`src/rtl/gen_case_ser_tx.sv`:
```
// Parallel-to-serial transmitter, one bit per clock; the frame format
// (bit order, start/stop bits) is selected at elaboration by MODE.
module gen_case_ser_tx #(
    parameter int W    = 8,
    parameter int MODE = 0
) (
    input  logic         clk,
    input  logic         rst_n,
    input  logic         in_valid,
    input  logic [W-1:0] in_data,
    output logic         in_ready,
    output logic         ser_out,
    output logic         ser_valid,
    output logic         busy
);

    localparam int CW = $clog2(W) + 1;
    localparam logic [CW-1:0] LAST = CW'(W - 1);

    typedef enum logic [1:0] {IDLE, START, DATA, STOP} state_t;

    state_t         state, state_next;
    logic [W-1:0]   shreg, shreg_next;
    logic [CW-1:0]  cnt, cnt_next;

    logic           has_start;
    logic           has_stop;
    logic [W-1:0]   shifted;
    logic           data_bit;
    logic           last_cycle;
    logic           accept;
    state_t         first_state;

    generate
        if (W < 2 || W > 32) begin : g_bad_w
            $error("gen_case_ser_tx: W must be in 2..32");
        end

        case (MODE)
            0: begin : g_msb
                assign has_start = 1'b0;
                assign has_stop  = 1'b0;
                assign data_bit  = shreg[W-1];
                assign shifted   = {shreg[W-2:0], 1'b0};
            end
            1: begin : g_lsb
                assign has_start = 1'b0;
                assign has_stop  = 1'b0;
                assign data_bit  = shreg[0];
                assign shifted   = {1'b0, shreg[W-1:1]};
            end
            2: begin : g_start_msb
                assign has_start = 1'b1;
                assign has_stop  = 1'b0;
                assign data_bit  = shreg[W-1];
                assign shifted   = {shreg[W-2:0], 1'b0};
            end
            3: begin : g_start_lsb_stop
                assign has_start = 1'b1;
                assign has_stop  = 1'b1;
                assign data_bit  = shreg[0];
                assign shifted   = {1'b0, shreg[W-1:1]};
            end
            default: begin : g_bad_mode
                $error("gen_case_ser_tx: MODE must be 0..3");
            end
        endcase
    endgenerate

    // The final bit of a frame is the stop bit when present, else the last data bit.
    assign last_cycle  = has_stop ? (state == STOP) : (state == DATA && cnt == LAST);
    assign in_ready    = (state == IDLE) || last_cycle;
    assign accept      = in_valid && in_ready;
    assign first_state = has_start ? START : DATA;
    assign ser_valid   = (state != IDLE);
    assign busy        = (state != IDLE);

    always_ff @(posedge clk or negedge rst_n) begin
        if (!rst_n) begin
            state <= IDLE;
            shreg <= '0;
            cnt   <= '0;
        end else begin
            state <= state_next;
            shreg <= shreg_next;
            cnt   <= cnt_next;
        end
    end

    always_comb begin
        state_next = state;
        shreg_next = shreg;
        cnt_next   = cnt;
        ser_out    = 1'b1;
        case (state)
            IDLE: begin
                if (accept) begin
                    state_next = first_state;
                    shreg_next = in_data;
                end
            end
            START: begin
                ser_out    = 1'b0;
                state_next = DATA;
            end
            DATA: begin
                ser_out    = data_bit;
                shreg_next = shifted;
                if (cnt == LAST) begin
                    cnt_next = '0;
                    if (has_stop) begin
                        state_next = STOP;
                    end else if (accept) begin
                        state_next = first_state;
                        shreg_next = in_data;
                    end else begin
                        state_next = IDLE;
                    end
                end else begin
                    cnt_next = cnt + 1'b1;
                end
            end
            STOP: begin
                ser_out = 1'b1;
                if (accept) begin
                    state_next = first_state;
                    shreg_next = in_data;
                end else begin
                    state_next = IDLE;
                end
            end
            default: begin
                state_next = IDLE;
            end
        endcase
    end

endmodule

```
`config.mk`:
```
export PLATFORM = sky130hd
export DESIGN_NAME = gen_case_ser_tx
export DESIGN_NICKNAME = d
export VERILOG_FILES = /design/src/rtl/gen_case_ser_tx.sv
export SDC_FILE = /design/constraint.sdc
export NUM_CORES = 1
export LEC_CHECK = 0
export CORE_MARGIN = 1
export CORE_UTILIZATION = 47
export CTS_CLUSTER_DIAMETER = 80
export CTS_CLUSTER_SIZE = 40
export DETAILED_ROUTE_END_ITERATION = 16
export MAX_ROUTING_LAYER = met4
export PLACE_DENSITY_LB_ADDON = 0.3
export SYNTH_ARGS = -nofsm -noshare
export SYNTH_HDL_FRONTEND = slang
export SYNTH_SLANG_ARGS = --single-unit
```
`constraint.sdc`:
```
create_clock -name clk -period 1.81 [get_ports clk]
set_input_delay 0.4525 -clock clk [delete_from_list [all_inputs] [get_ports clk]]
set_output_delay 0.4525 -clock clk [all_outputs]
set_load 0.005 [all_outputs]
```
# Word-level counts from Yosys, hierarchy flattened
# Cells that the tools add are included.
[op_classes] n_addsub=1 eq_ne=7 mux=10 reduce_logical=9
[ops] operator="$mux 8" count=3
[ops] operator="$pmux 8 s2" count=1
[ops] operator="$pmux 2 s4" count=1
[ops] operator="$mux 2" count=3
[ops] operator="$add 4x1->4 const B" count=1
[ops] operator="$eq 2x2->1 const B" count=2
[ops] operator="$eq 4x3->1 const B" count=1
[ops] operator="$mux 4" count=1
[ops] operator="$ne 2x1->1 const B" count=2
[ops] operator="$reduce_and 2->1" count=2
[ops] operator="$reduce_bool 2->1" count=2
[ops] operator="$eq 2x1->1 const B" count=1
[ops] operator="$logic_and 1x1->1" count=2
[ops] operator="$logic_not 2->1" count=1
[ops] operator="$ne 2x2->1 const B" count=1
[ops] operator="$pmux 1 s2" count=1
[ops] operator="$reduce_or 2->1" count=1
[ops] operator="$logic_or 1x1->1" count=1
[totals] regBits=14 in_bits=11 output_inout_bits=4 elab_cells=30

# Longest topological paths before layout
[logic_depth] word_depth=7 ltp_mapped=5 depth_no_buf=4

# Worst setup path after synthesis
# No wires, ideal clock.
[synth_timing] path_kind="flip-flop to flip-flop" start="reg cnt[0]" end="reg shreg[1]" setup_time_ps=125 arrival_time_ps=1289 required_ps=1685 slack_ps=397 path_stages_with_launch=5 path_buffers=0 period_less_slack_ps=1413 cell_sequence="dfrtp_1 ha_1 nand3b_1 a21boi_4 mux2_2"
[synth_via] elab_chain_len=7 elab_cells_between_ends=9 cone_classes="eq/ne (2); mux (3); reduce/logical (4)"
[synth_rtl] element="start: declaration" line_no="24" source="logic [CW-1:0] cnt, cnt_next;"
[synth_rtl] element="start signal: assignment" line_no="86" source="cnt <= cnt_next;"
[synth_rtl] element="$eq 4x3->1 (*)" line_no="71, 109"
[synth_rtl] element="$logic_and 1x1->1" line_no="71" source="assign last_cycle = has_stop ? (state == STOP) : (state == DATA && cnt == LAST);"
[synth_rtl] element="$logic_or 1x1->1" line_no="72" source="assign in_ready = (state == IDLE) || last_cycle;"
[synth_rtl] element="$logic_and 1x1->1" line_no="73" source="assign accept = in_valid && in_ready;"
[synth_rtl] element="$mux 8" line_no="113" source="end else if (accept) begin"
[synth_rtl] element="$mux 8" line_no="109" source="if (cnt == LAST) begin"
[synth_rtl] element="$pmux 8 s2" line_no="95" source="case (state)"
[synth_rtl] element="end signal: assignment" line_no="85" source="shreg <= shreg_next;"
[synth_rtl] element="end: declaration" line_no="23" source="logic [W-1:0] shreg, shreg_next;"
# Mark *: on every way between the ends. The rest lies on a longest branch, timed or not.
# A chain may end at the register's enable or synchronous reset.

# Worst setup path in the final report
[layout_timing] start="reg cnt[0]" end="out in_ready"
[layout_via] elab_chain_len=3
[layout_rtl] element="$eq 4x3->1" line_no="71"
[layout_rtl] element="$logic_and 1x1->1" line_no="71"
[layout_rtl] element="$logic_or 1x1->1" line_no="72"
[layout_rtl] element="end: declaration" line_no="11" source="output logic in_ready,"
# Every way passes these cells.

==> metrics.txt <==
top cells by count, synth=13 x dfrtp_1, 13 x mux2_2, 2 x mux2_4, 2 x nand2_1; Global Route Usage Sum=20.05%; vias per cell=5.131; Ys Warns=0; Yosys top cell area share=49.90%; critical path endpoint category=primary output; area leader, netlist=dfrtp_1; leading post-synthesis cells by cell area=dfrtp_1 50%, mux2_2 22%, mux2_4 4.6%; clock sink count=13; Worst EP arrival=1310 ps; first-pass GRT wire length=1.863 mm; 1st-iter DRT viols=2; Die Ht=39.24 um; Cells after Synth=45; drt first pass iters=4; vias in the first global route=418; Post-synth EDFFs=0; core area=1301 um2; setup violators final=0; Post-Route WL=1.112 mm; number of synthesized register bits=13; part of the cycle the worst path needs=97.53%; clock skew=0.7714 ps; Die Footprint=1540 um2; Num CTS Buffers=3; Post-DP HPWL=799.1 um; share of cells above drive strength 1=43.48%; cell area after synthesis=651.9 um2; fillcell total=121; Data required, critical path=1360 ps; GPL Wtd Cong=0.6861; Initial Utilization=50.10%; Slew HR=62.92%; syn_nets=57; Max-Cap Viols=0; DRC errors left=0; Clock Latency Late Sink=270 ps; post-route ant nets=0; PwrDens=1472 nW/um2; final hold slack=505.8 ps; crit-path max FO=2; Area Overhead vs Synth=33.59%; Pins Over Slew Limit=0; Met2 Wirelength=565 um; clock buffer depth=2; async set-reset flop share out of synthesis=100.0%; row count=13; top layer reached by signal wires=met4; H-tree depth=1; Final Hold Viols=0; synth unique cells=19; WL per Instance=13.24 um; Power Total=1.282 mW; largest net degree at the start of global routing=14; crit path kind=reg -> out; Vias=431; worst-margin pin slew=554.5 ps; nets=82; Clock transition at path regs=70 ps; Final min period=1765 ps; CTS Hold Bufs=0; Setup crit start kind=register; status=complete, no violations; M1 WL=487 um; Main synth FF type=dfrtp_1; worst vdd ir=0.0007949 V; CTS tree=done; unrepaired setup endpoints after global routing=yes; Mapped Avg Cell Area=14.49 um2; Leak Pwr=0.4291 nW; total congestion overflow=0; worst hold path class=reg -> reg; I/O pin count=15; diodes inserted=0; initial antenna violation count=0; PortBufs=14; Max Fclk=566.5 MHz; sequential area share after synthesis=49.90%; Root Buffer=clkbuf_4; DR WL met3=40 um; die width=39.24 um
-- layout make-up --
| type | count | area [um2] | share of cell area [%] |
|---|---|---|---|
| Clock buffer | 4 | 26.28 | 3.017 |
| Multi-Input combinational cell | 29 | 290.3 | 33.33 |
| Sequential cell | 13 | 326.6 | 37.50 |
| Tap cell | 15 | 18.77 | 2.155 |
| Timing Repair Buffer | 23 | 209.0 | 23.99 |
-- per-stage QoR --
step / util (%) / TNS, ps / cell area [um2] / instances / setup slack [ps]
final: 66.92 / 0 / 870.8 / 84 / 44.64
after detailed placement: 62.79 / 0 / 817.0 / 77 / 59.80
after global placement: 62.79 / 0 / 817.0 / 77 / 83.46
after CTS: 66.15 / 0 / 860.8 / 83 / 26.77
after floorplan: - / 0 / 651.9 / 45 / 396.7
after global routing: 66.92 / -15.98 / 870.8 / 84 / -15.98
-- flip-flops by register name (all words and copies together) (netlist names) --
register / flops
state: 1
shreg: 8
cnt: 4
-- where the power goes --
group          total (mW)  internal, mW  switching [mW]  leakage [nW]
registers           0.489         0.419          0.0703         0.163
logic               0.620         0.404           0.216         0.251
clock network       0.173        0.0853          0.0879        0.0150
total                1.28         0.908           0.374         0.429
-- layer usage --
layer | track usage, % | vias to the layer above
li1 | - | 207
met5 | - | -
met2 | 30.83 | 13
met3 | 3.468 | 2
met1 | 24.09 | 209
met4 | 12.93 | 0
-- cell usage in the layout (no fill, tap or decap), types with 2 or more instances in the layout --
cell type,synthesis,layout
clkdlybuf4s50_1,0,12
nand2_1,2,2
mux2_4,2,2
dfrtp_1,13,12
clkbuf_4,0,3
buf_4,1,9
mux2_2,13,13
-- worst max-delay path: stages (launching register included) --
cell and delay, ps:
dfrtp_1 400, ha_2 180, nand3b_1 110, nand2_1 80
dlygate4sd2_1 260
-- what timing repair did --
action,CTS,global route
pin swaps,2,1
buffers inserted,2,1
endpoints found under the setup margin,4,2
resized for setup,3,1
-- cell families after synthesis --
group,after synthesis,share of synthesized area [%]
flip-flops,13,49.90
XOR/XNOR,1,1.344
multiplexers,16,28.60
buffers and inverters,3,5.951
adder cells (fa/ha/maj),1,1.919
AND/OR/NAND/NOR,8,6.719
AO/OA/AOI/OAI,3,5.567
-- path summary, 6_finish.rpt --
path | start | endpoint | slack, ps | cells after the start
worst max-delay path | cnt[0]$_DFFE_PN0P_ | in_ready | 40 | 4
worst min-delay path | shreg[0]$_DFFE_PN0P_ | shreg[0]$_DFFE_PN0P_ | 510 | 1
worst max register to register | cnt[0]$_DFFE_PN0P_ | shreg[2]$_DFFE_PN0P_ | 230 | 5
worst min register to register | shreg[0]$_DFFE_PN0P_ | shreg[0]$_DFFE_PN0P_ | 510 | 1
max in group asynchronous | rst_n | state[1]$_DFFE_PN0P_ | 880 | 1
min in group asynchronous | rst_n | shreg[1]$_DFFE_PN0P_ | 540 | 1
No activity file was read; power rests on OpenSTA's default activity.
